$ cat config.mk
export PLATFORM = sky130hd
export DESIGN_NAME = conv_encoder_tx
export DESIGN_NICKNAME = d
export VERILOG_FILES = /design/src/rtl/conv_encoder_tx.sv
export SDC_FILE = /design/constraint.sdc
export NUM_CORES = 1
export LEC_CHECK = 0
export BUFFER_PORTS_ARGS = -buffer_cell sky130_fd_sc_hd__buf_2
export CORE_MARGIN = 2
export CORE_UTILIZATION = 30
export DETAILED_ROUTE_END_ITERATION = 8
export GPL_ROUTABILITY_DRIVEN = 1
export PLACE_DENSITY = 0.57
export SETUP_SLACK_MARGIN = 0.4
export SLEW_MARGIN = 0
export SYNTH_ARGS = -nofsm -noshare
export SYNTH_HDL_FRONTEND = slang
export SYNTH_SLANG_ARGS = --single-unit
export TNS_END_PERCENT = 30
$ cat constraint.sdc
create_clock -name clk -period 1.8 [get_ports clk]
set_input_delay 0.36 -clock clk [delete_from_list [all_inputs] [get_ports clk]]
set_output_delay 0.36 -clock clk [all_outputs]
set_load 0.02 [all_outputs]
$ cat src/rtl/conv_encoder_tx.sv
// Rate-1/2, K=3 convolutional encoder with serial transmit.
// Frame is latched on start, encoded MSB-first, coded bits shifted out one per clock.
module conv_encoder_tx #(
    parameter int         N  = 8,
    parameter logic [2:0] G0 = 3'b111,
    parameter logic [2:0] G1 = 3'b101
) (
    input  logic           clk,
    input  logic           rst_n,
    input  logic           start,
    input  logic [N-1:0]   raw_data,
    output logic           ready,
    output logic           data_out,
    output logic           valid_out,
    output logic [2*N-1:0] encoded_data,
    output logic           done
);

    localparam int CW = $clog2(N);

    typedef enum logic [1:0] {
        IDLE,
        SEND,
        DONE
    } state_t;

    state_t        state;
    state_t        state_nxt;
    logic [N-1:0]  shreg;
    logic          s1;
    logic          s2;
    logic [CW-1:0] cnt;
    logic          phase;
    logic          u;
    logic          u_next;
    logic          last_bit;

    function automatic logic parity(input logic [2:0] g, input logic [2:0] v);
        return ^(g & v);
    endfunction

    assign u        = shreg[N-1];
    assign u_next   = shreg[N-2];
    assign last_bit = phase && (cnt == '0);
    assign ready    = (state == IDLE);

    always_ff @(posedge clk or negedge rst_n) begin
        if (!rst_n) begin
            state <= IDLE;
        end else begin
            state <= state_nxt;
        end
    end

    always_comb begin
        state_nxt = state;
        unique case (state)
            IDLE:    if (start) state_nxt = SEND;
            SEND:    if (last_bit) state_nxt = DONE;
            DONE:    state_nxt = IDLE;
            default: state_nxt = IDLE;
        endcase
    end

    // data_out is registered one step ahead: each edge loads the bit for
    // the following cycle, and shifts the bit just shown into the codeword.
    always_ff @(posedge clk or negedge rst_n) begin
        if (!rst_n) begin
            shreg        <= '0;
            s1           <= 1'b0;
            s2           <= 1'b0;
            cnt          <= '0;
            phase        <= 1'b0;
            data_out     <= 1'b0;
            valid_out    <= 1'b0;
            done         <= 1'b0;
            encoded_data <= '0;
        end else begin
            done <= 1'b0;
            unique case (state)
                IDLE: begin
                    if (start) begin
                        shreg        <= raw_data;
                        s1           <= 1'b0;
                        s2           <= 1'b0;
                        cnt          <= CW'(N - 1);
                        phase        <= 1'b0;
                        encoded_data <= '0;
                        data_out     <= parity(G0, {raw_data[N-1], 2'b00});
                        valid_out    <= 1'b1;
                    end
                end
                SEND: begin
                    encoded_data <= {encoded_data[2*N-2:0], data_out};
                    if (!phase) begin
                        phase    <= 1'b1;
                        data_out <= parity(G1, {u, s1, s2});
                    end else begin
                        phase <= 1'b0;
                        s1    <= u;
                        s2    <= s1;
                        shreg <= {shreg[N-2:0], 1'b0};
                        if (cnt == '0) begin
                            valid_out <= 1'b0;
                            data_out  <= 1'b0;
                            done      <= 1'b1;
                        end else begin
                            cnt      <= cnt - 1'b1;
                            data_out <= parity(G0, {u_next, u, s1});
                        end
                    end
                end
                default: ;
            endcase
        end
    end

endmodule
==> impl_metrics.yaml, run 1 <==
timing:
  rsz0062_at_grt: "true"
  finalSetupViolations: 0
  min_period_ns: 1.41
  max_freq_mhz: 709
  hold-worst-slack_ns: 0.104
  drv_slew: 0
  min_period_over_period: 0.783
  slew_headroom: 0.703
  setup_slack_ns: 0.390
  tns_ns: 0
  finClkSkew_ns: 0.00443
  hold_violations: 0
  tightest_slew_ns: 0.446
clocking:
  cts_made_buffers: 5
  root_buffer: "clkbuf_8"
  cts.sinks: 35
  htree_num_levels: 2
  cts_buffer_depth: 2
  clk_pin_slew_worst_paths_ns: 0.07
  hold_buffers: 0
  clock_latency_ns: 0.28
  cts_tree: "yes"
placed_design:
  io_buffers: 30
  place_ws_ns: 0.237
  place_hpwl_mm: 1.99
  gp_congestion: 0.722
  dpl-instance-area_sq_um: 1750
global_routing:
  met1_usage: 0.154
  grt_max_degree: 36
  gr-max-usage-layer: "met2"
  gr-total-overflow: 0
  grt_pass1_wl_mm: 4.97
  antenna_found_initial: 0
  met2_usage: 0.183
  met3_usage: 0.0361
  grt_pass1_vias: 1050
  grtUsageTotal: 0.119
synthesis:
  ys_ff_latch: 35
  syn-instance-count: 126
  synth.distinct_cells: 31
  yosysWarnings: 0
  syn_nets: 139
  syn_area_per_cell_sq_um: 12.1
  synth_area_sq_um: 1520
  ys_seq_area_frac: 0.577
floorplan:
  io_pins: 31
  die_h_um: 75.2
  initial_utilization: 0.315
  core-area_sq_um: 4820
  rows: 25
  die_width_um: 75.2
  die-area_sq_um: 5650
critical_path:
  cpPeakStageDelay_ns: 0.40
  critical_path_buf_inv_count: 2
  cp.required_ns: 1.97
  end_kind: "flip-flop"
  cpMaxStageDelayCell: "dfrtp_1"
  path_cells: "buf_4 > and2b_2 > buf_12 > nor2_1 > nor2_1 > a22o_1"
  cp_top_family: "flip-flops"
  arrival_ns: 1.58
  crit_top_cell: "nor2_1"
  critPathKind: "flip-flop to flip-flop"
  crit_path_max_fanout: 28
  startpoint_type: "flip-flop"
routing:
  via_per_inst: 4.67
  ant_nets: 0
  first_iter_violations: 61
  drt_pass1_iterations: 4
  wl_mm: 3.02
  drc: 0
  wl_per_cell_um: 13.0
  dr_total_vias: 1083
cells_and_area:
  drive_gt1_frac: 0.358
  synthToLayoutAreaGrowth_pct: 26.8
  final_common_cell: "dfrtp_1"
  final_nets: 177
  most-common-layout-cells: "dfrtp_1 (34), buf_2 (29), a22o_1 (17)"
  diodes: 0
  fin_util: 0.400
  finalInstanceArea_sq_um: 1930
  fillers: 509
power:
  power.density_nw_per_um2: 1970
  p_leak_nw: 0.977
  peakVddDrop_uv: 540
flow_run:
  maxCapViolations: 0
min_path:
  hold_class: "input port to async pin"
outcome:
  status: "complete, no violations"
## cell usage after synthesis
cell type | n | area (sq um)
a32o_1 | 2 | 20.0
ha_1 | 2 | 25.0
nor3_1 | 1 | 5.00
o21ai_1 | 4 | 20.0
dfrtp_1 | 35 | 876
clkbuf_1 | 1 | 3.75
buf_6 | 3 | 33.8
a31oi_1 | 1 | 6.26
a22o_1 | 17 | 149
o21ai_2 | 3 | 26.3
o21ai_0 | 3 | 15.0
and3_1 | 2 | 12.5
mux2_2 | 1 | 11.3
xor2_1 | 1 | 8.76
a21oi_1 | 3 | 15.0
buf_2 | 4 | 20.0
nand2b_1 | 2 | 12.5
o21bai_1 | 1 | 7.51
nor2_1 | 6 | 22.5
o211ai_1 | 1 | 7.51
buf_4 | 1 | 7.51
inv_1 | 3 | 11.3
a22oi_1 | 1 | 7.51
nand2_1 | 10 | 37.5
and2b_1 | 1 | 7.51
o221ai_1 | 1 | 8.76
or2_1 | 1 | 6.26
mux2i_1 | 9 | 90.1
nor2b_1 | 3 | 18.8
xnor2_1 | 2 | 17.5
o22a_1 | 1 | 8.76
## what timing repair did
action | CTS | global route
endpoints found under the hold margin | 0 | 0
resized for setup | 11 | 3
gates cloned | 0 | 0
setup buffers | 3 | 2
pin swaps | 1 | 1
endpoints found under the setup margin | 11 | 13
## flip-flops by register name, indices dropped and copies added (netlist names)
register,flops
phase,1
state,2
encoded_data,16
s2,1
shreg,8
cnt,3
done,1
data_out,1
s1,1
valid_out,1
## final cells by class
class / instances / area, sq um / area share
multi-input combinational: 79 / 606 / 0.314
timing repair buffer: 40 / 248 / 0.129
clock buffer: 8 / 100 / 0.0520
sequential: 35 / 877 / 0.455
inverter: 3 / 11.3 / 0.00585
tap: 67 / 83.8 / 0.0435
## power by group
group	switching, W	leakage [nW]	internal (W)	total, W
clock	0.000262	0.0515	0.000349	0.000611
combinational	0.000992	0.479	0.000863	0.00185
sequential	0.000219	0.446	0.00110	0.00132
total	0.00147	0.977	0.00231	0.00378
## logic make-up (layout without fill, tap and decap cells)
logic type      after synthesis  in the layout  synth area share
mux                          10             10            0.0667
flops                        35             35             0.577
buf+inv                      12             51            0.0502
xor+xnor                      3              3            0.0173
simple gates                 26             26            0.0807
compound gates               38             38             0.192
fa+ha+maj                     2              2            0.0165
## layer usage
metal  routed length, um  vias to the layer above
met4                  38                        0
li1                    -                      528
met1                1410                      522
met5                   0                        -
met3                 154                        4
met2                1420                       29
## path summary, 6_finish.rpt
| path | start | end | slack [ns] | cells after the start |
|---|---|---|---|---|
| setup reg to reg | state[0] | data_out | 0.39 | 6 |
| hold reg to reg | shreg[5] | shreg[5] | 0.49 | 2 |
| max in group asynchronous | rst_n | state[1] | 1.35 | 2 |
| hold / removal | rst_n | encoded_data[14] | 0.10 | 2 |
| min in group clk | raw_data[6] | shreg[6] | 0.35 | 3 |
| setup / recovery | state[0] | data_out | 0.39 | 6 |
## stage by stage
step / instances / total power (W)
finish: 232 / 0.00378
global route: 232 / 0.00408
CTS: 230 / 0.00377
detailed placement: 219 / 0.00303
global placement: 219 / 0.00297
floorplan: 126 / 0.00264
(Power assumes the default switching activity.)
==> run 2, diff against run 1 <==
--- a/config.mk
+++ b/config.mk
@@ -10,7 +10,7 @@
 export CORE_UTILIZATION = 30
 export DETAILED_ROUTE_END_ITERATION = 8
 export GPL_ROUTABILITY_DRIVEN = 1
-export PLACE_DENSITY = 0.57
+export PLACE_DENSITY = 0.59
 export SETUP_SLACK_MARGIN = 0.4
 export SLEW_MARGIN = 0
 export SYNTH_ARGS = -nofsm -noshare
==> constraint.sdc (replaced) <==
create_clock -name clk -period 1.2 [get_ports clk]
set_input_delay 0.24 -clock clk [delete_from_list [all_inputs] [get_ports clk]]
set_output_delay 0.24 -clock clk [all_outputs]
set_load 0.02 [all_outputs]
==> run 2 against run 1 <==
The flow now finishes with violations (negative setup slack); power up 97%; via count up 7.8%; clock power up 100%; setup slack worse by 0.52 ns; hold slack better by 0.13 ns; register-to-register slack worse by 0.52 ns; sequential power up 56%; largest power group unchanged.
==> impl_metrics.yaml, run 2 (same netlist as run 1, synthesis figures left out) <==
outcome:
  status: "complete, but fails checks"
  violations: "negative setup slack"
placed_design:
  place_hpwl_mm: 2.22
  gp_congestion: 0.796
  dpl-instance-area_sq_um: 1930
  io_buffers: 30
floorplan:
  die_width_um: 75.2
  initial_utilization: 0.315
  die_h_um: 75.2
  die-area_sq_um: 5650
  io_pins: 31
  core-area_sq_um: 4820
  rows: 25
clocking:
  htree_num_levels: 2
  cts_tree: "yes"
  cts.sinks: 35
  clock_latency_ns: 0.29
  cts_made_buffers: 5
  root_buffer: "clkbuf_8"
  clk_pin_slew_worst_paths_ns: 0.07
  cts_buffer_depth: 2
global_routing:
  grt_max_degree: 36
  antenna_found_initial: 0
  grtUsageTotal: 0.131
  grt_pass1_wl_mm: 5.60
  gr-total-overflow: 0
  grt_pass1_vias: 1206
routing:
  wl_per_cell_um: 13.8
  first_iter_violations: 38
  wl_mm: 3.43
  ant_nets: 0
  dr_total_vias: 1168
  drt_pass1_iterations: 4
  drc: 0
  via_per_inst: 4.69
power:
  combPwrFrac: 0.555
  intPower_w: 0.00478
  power.density_nw_per_um2: 3130
  seqPwrFrac: 0.277
  p_leak_nw: 1.12
  switching_share: 0.358
  switchingPower_w: 0.00266
  peakVddDrop_uv: 1360
  clkPwrFrac: 0.168
timing:
  tightest_slew_ns: 0.182
  slew_headroom: 0.876
  max_freq_mhz: 750
  finClkSkew_ns: 0.0107
  rsz0062_at_grt: "true"
  drv_slew: 0
  hold-worst-slack_ns: 0.230
  min_period_ns: 1.33
  setup_slack_ns: -0.134
  min_period_over_period: 1.11
  finalSetupViolations: 32
  hold_violations: 0
cells_and_area:
  final_common_cell: "dfrtp_1"
  largest_reg_flops: 16
  fin_util: 0.494
  drive_gt1_frac: 0.527
  finalInstanceArea_sq_um: 2380
  diodes: 0
  largest_registers: "encoded_data x16, shreg x8, cnt x3"
  most-common-layout-cells: "dfrtp_1 (33), buf_6 (20), buf_4 (19)"
  synthToLayoutAreaGrowth_pct: 56.7
  final_nets: 194
  top_register: "encoded_data"
flow_run:
  maxCapViolations: 0
critical_path:
  crit_path_max_fanout: 7
  arrival_ns: 1.51
  cp.required_ns: 1.37
  critPathKind: "flip-flop to flip-flop"
  end_kind: "flip-flop"
  reg2regPathDepth: 4
  startpoint_type: "flip-flop"
min_path:
  hold_class: "input port to flip-flop"
  hold_depth: 3
[run 2: power groups by stage]
stage | clock [W] | combinational, W | sequential (W)
global placement | 0 | 0.00305 | 0.00200
global route | 0.00134 | 0.00446 | 0.00213
finish | 0.00125 | 0.00413 | 0.00206
detailed placement | 0 | 0.00314 | 0.00202
CTS | 0.00129 | 0.00381 | 0.00203
floorplan | 0 | 0.00186 | 0.00225
[run 2: area by class of cell]
cell class	count	area, sq um
fillers	437	2440
flip-flops and latches	35	878
multi-input cells	79	694
repair buffers	57	576
well taps	67	83.8
clock buffers	5	68.8
clock inverters	3	67.6
inverters	3	11.3
[run 2: what timing repair did]
| action | CTS | global route |
|---|---|---|
| buffers inserted | 4 | 0 |
| pin swaps | 4 | 1 |
| setup endpoints to repair | 55 | 55 |
| gates cloned | 1 | 1 |
| gates resized for setup | 46 | 22 |
| hold buffers | 1 | 0 |
| endpoints found under the hold margin | 35 | 0 |
[run 2: metrics by stage]
step | power, W | setup TNS, ns | std cells | setup slack (ns)
after floorplan | 0.00411 | -0.670 | 126 | -0.0704
after global placement | 0.00505 | -1.14 | 234 | -0.0753
after detailed placement | 0.00516 | -1.66 | 234 | -0.115
after CTS | 0.00712 | -2.50 | 248 | -0.120
after global routing | 0.00792 | -4.84 | 249 | -0.192
final | 0.00745 | -3.20 | 249 | -0.134
[run 2: path summary, 6_finish.rpt]
| check | startpoint | endpoint | slack (ns) |
|---|---|---|---|
| hold / removal | raw_data[6] | shreg[6] | 0.23 |
| hold reg to reg | shreg[5] | shreg[5] | 0.50 |
| setup reg to reg | state[1] | shreg[4] | -0.13 |
| min in group asynchronous | rst_n | encoded_data[11] | 0.44 |
| max in group asynchronous | rst_n | state[0] | 0.57 |
| setup / recovery | state[1] | shreg[4] | -0.13 |
[run 2: routing by layer]
metal / up-vias / track usage / share of wire
met5: - / 0 / 0
met4: 0 / 0.0468 / 0.012
met3: 7 / 0.0388 / 0.042
met2: 27 / 0.217 / 0.51
met1: 572 / 0.164 / 0.44
li1: 562 / - / -
[run 2: critical path: stages (launching register included)]
cell	delay, ns
dfrtp_2	0.44
and2b_4	0.34
buf_12	0.14
mux2i_2	0.23
o21ai_2	0.07
==> run 3, diff against run 2 <==
--- a/config.mk
+++ b/config.mk
@@ -10,7 +10,7 @@
 export CORE_UTILIZATION = 30
 export DETAILED_ROUTE_END_ITERATION = 8
 export GPL_ROUTABILITY_DRIVEN = 1
-export PLACE_DENSITY = 0.59
+export PLACE_DENSITY = 0.57
 export SETUP_SLACK_MARGIN = 0.4
 export SLEW_MARGIN = 0
 export SYNTH_ARGS = -nofsm -noshare
==> constraint.sdc (replaced) <==
create_clock -name clk -period 1.5 [get_ports clk]
set_input_delay 0.3 -clock clk [delete_from_list [all_inputs] [get_ports clk]]
set_output_delay 0.3 -clock clk [all_outputs]
set_load 0.02 [all_outputs]
==> run 3 against run 2 <==
The flow now finishes without violations; clock-buffer cell count did not move; non-clock buffer count fell by 3; first-iteration DRC count rose by 50%; fmax fell by 1.7%; critical endpoint is now data_out.
==> impl_metrics.yaml, run 3 (same netlist as run 1, synthesis figures left out) <==
outcome:
  status: "complete, no violations"
power:
  intPower_w: 0.00341
  combPwrFrac: 0.545
  seqPwrFrac: 0.297
  power.density_nw_per_um2: 2500
  switchingPower_w: 0.00204
  switching_share: 0.375
  p_leak_nw: 1.09
  clkPwrFrac: 0.158
  peakVddDrop_uv: 682
routing:
  via_per_inst: 4.78
  drc: 0
  ant_nets: 0
  dr_total_vias: 1177
  wl_per_cell_um: 13.7
  first_iter_violations: 57
  drt_pass1_iterations: 4
  wl_mm: 3.37
timing:
  min_period_ns: 1.36
  rsz0062_at_grt: "true"
  slew_headroom: 0.730
  finalSetupViolations: 0
  finClkSkew_ns: 0.0140
  min_period_over_period: 0.905
  hold_violations: 0
  tightest_slew_ns: 0.405
  hold-worst-slack_ns: 0.286
  tns_ns: 0
  max_freq_mhz: 737
  drv_slew: 0
  setup_slack_ns: 0.142
cells_and_area:
  finalInstanceArea_sq_um: 2180
  drive_gt1_frac: 0.458
  seq_area_sq_um: 878
  most-common-layout-cells: "dfrtp_1 (33), buf_2 (29), a22o_1 (17)"
  largest_registers: "encoded_data x16, shreg x8, cnt x3"
  largest_reg_flops: 16
  synthToLayoutAreaGrowth_pct: 43.7
  multi_input_area_sq_um: 639
  fillers: 471
  top_register: "encoded_data"
  diodes: 0
  final_nets: 191
  final_common_cell: "dfrtp_1"
floorplan:
  die_width_um: 75.2
  io_pins: 31
  die_h_um: 75.2
  die-area_sq_um: 5650
  rows: 25
  initial_utilization: 0.315
  core-area_sq_um: 4820
clocking:
  cts_tree: "yes"
  root_buffer: "clkbuf_8"
  cts.sinks: 35
  clock_latency_ns: 0.30
  clk_pin_slew_worst_paths_ns: 0.07
  cts_buffer_depth: 2
  htree_num_levels: 2
  cts_made_buffers: 5
placed_design:
  gp_congestion: 0.703
  place_ws_ns: 0.109
  io_buffers: 30
  dpl-instance-area_sq_um: 1820
  place_hpwl_mm: 2.05
global_routing:
  gr-total-overflow: 0
  grt_pass1_vias: 1129
  grt_pass1_wl_mm: 5.51
  antenna_found_initial: 0
  grtUsageTotal: 0.132
  grt_max_degree: 23
critical_path:
  critPathKind: "flip-flop to flip-flop"
  cp.required_ns: 1.67
  end_kind: "flip-flop"
  startpoint_type: "flip-flop"
  arrival_ns: 1.53
  crit_path_max_fanout: 8
min_path:
  hold_class: "input port to flip-flop"
flow_run:
  maxCapViolations: 0
run 3: final timing paths:
path / start / endpoint / slack (ns) / depth (start not counted)
max: state[0] / data_out / 0.14 / 6
min: raw_data[6] / shreg[6] / 0.29 / 3
max reg2reg: state[0] / data_out / 0.14 / 6
min reg2reg: shreg[5] / shreg[5] / 0.49 / 2
max in group asynchronous: rst_n / state[0] / 0.58 / 3
min in group asynchronous: rst_n / encoded_data[13] / 0.46 / 2
run 3: per-stage QoR:
step	cells	total power, W	utilization
5_1_grt	246	0.00583	0.453
4_1_cts	243	0.00537	0.443
3_3_place_gp	219	0.00379	0.377
6_report	246	0.00545	0.453
3_5_place_dp	219	0.00386	0.377
2_1_floorplan	126	0.00329	-
run 3: routing by layer:
layer | vias to the layer above | track usage | part of all wire
met5 | - | 0 | 0
met2 | 26 | 0.212 | 0.47
met4 | 0 | 0.0351 | 0.014
met3 | 5 | 0.0509 | 0.056
met1 | 581 | 0.169 | 0.46
li1 | 565 | - | -
run 3: area by class of cell:
cell class,instances,area share
sequential,35,0.403
multi-input combinational,79,0.293
timing repair buffer,54,0.209
tap,67,0.0384
clock buffer,5,0.0315
clock inverter,3,0.0201
inverter,3,0.00516
run 3: power by group through the flow:
stage,Clock [W],Combinational (W),Sequential (W)
4_1_cts,0.000881,0.00288,0.00161
3_5_place_dp,0,0.00222,0.00164
3_3_place_gp,0,0.00216,0.00162
5_1_grt,0.000916,0.00324,0.00167
2_1_floorplan,0,0.00149,0.00180
6_report,0.000859,0.00297,0.00162
run 3: timing repair:
item | CTS | global route
hold buffers | 1 | 0
hold endpoints to repair | 16 | 0
setup buffers | 12 | 3
pin swaps | 8 | 8
gates cloned | 3 | 0
resized for setup | 11 | 6
endpoints found under the setup margin | 54 | 55
run 3: critical path: stages (launching register included):
cell and delay, ns:
dfrtp_2 0.45, and2b_2 0.25, buf_6 0.13, buf_16 0.13, nor2_4 0.06, nor2_1 0.04
a22o_1 0.17
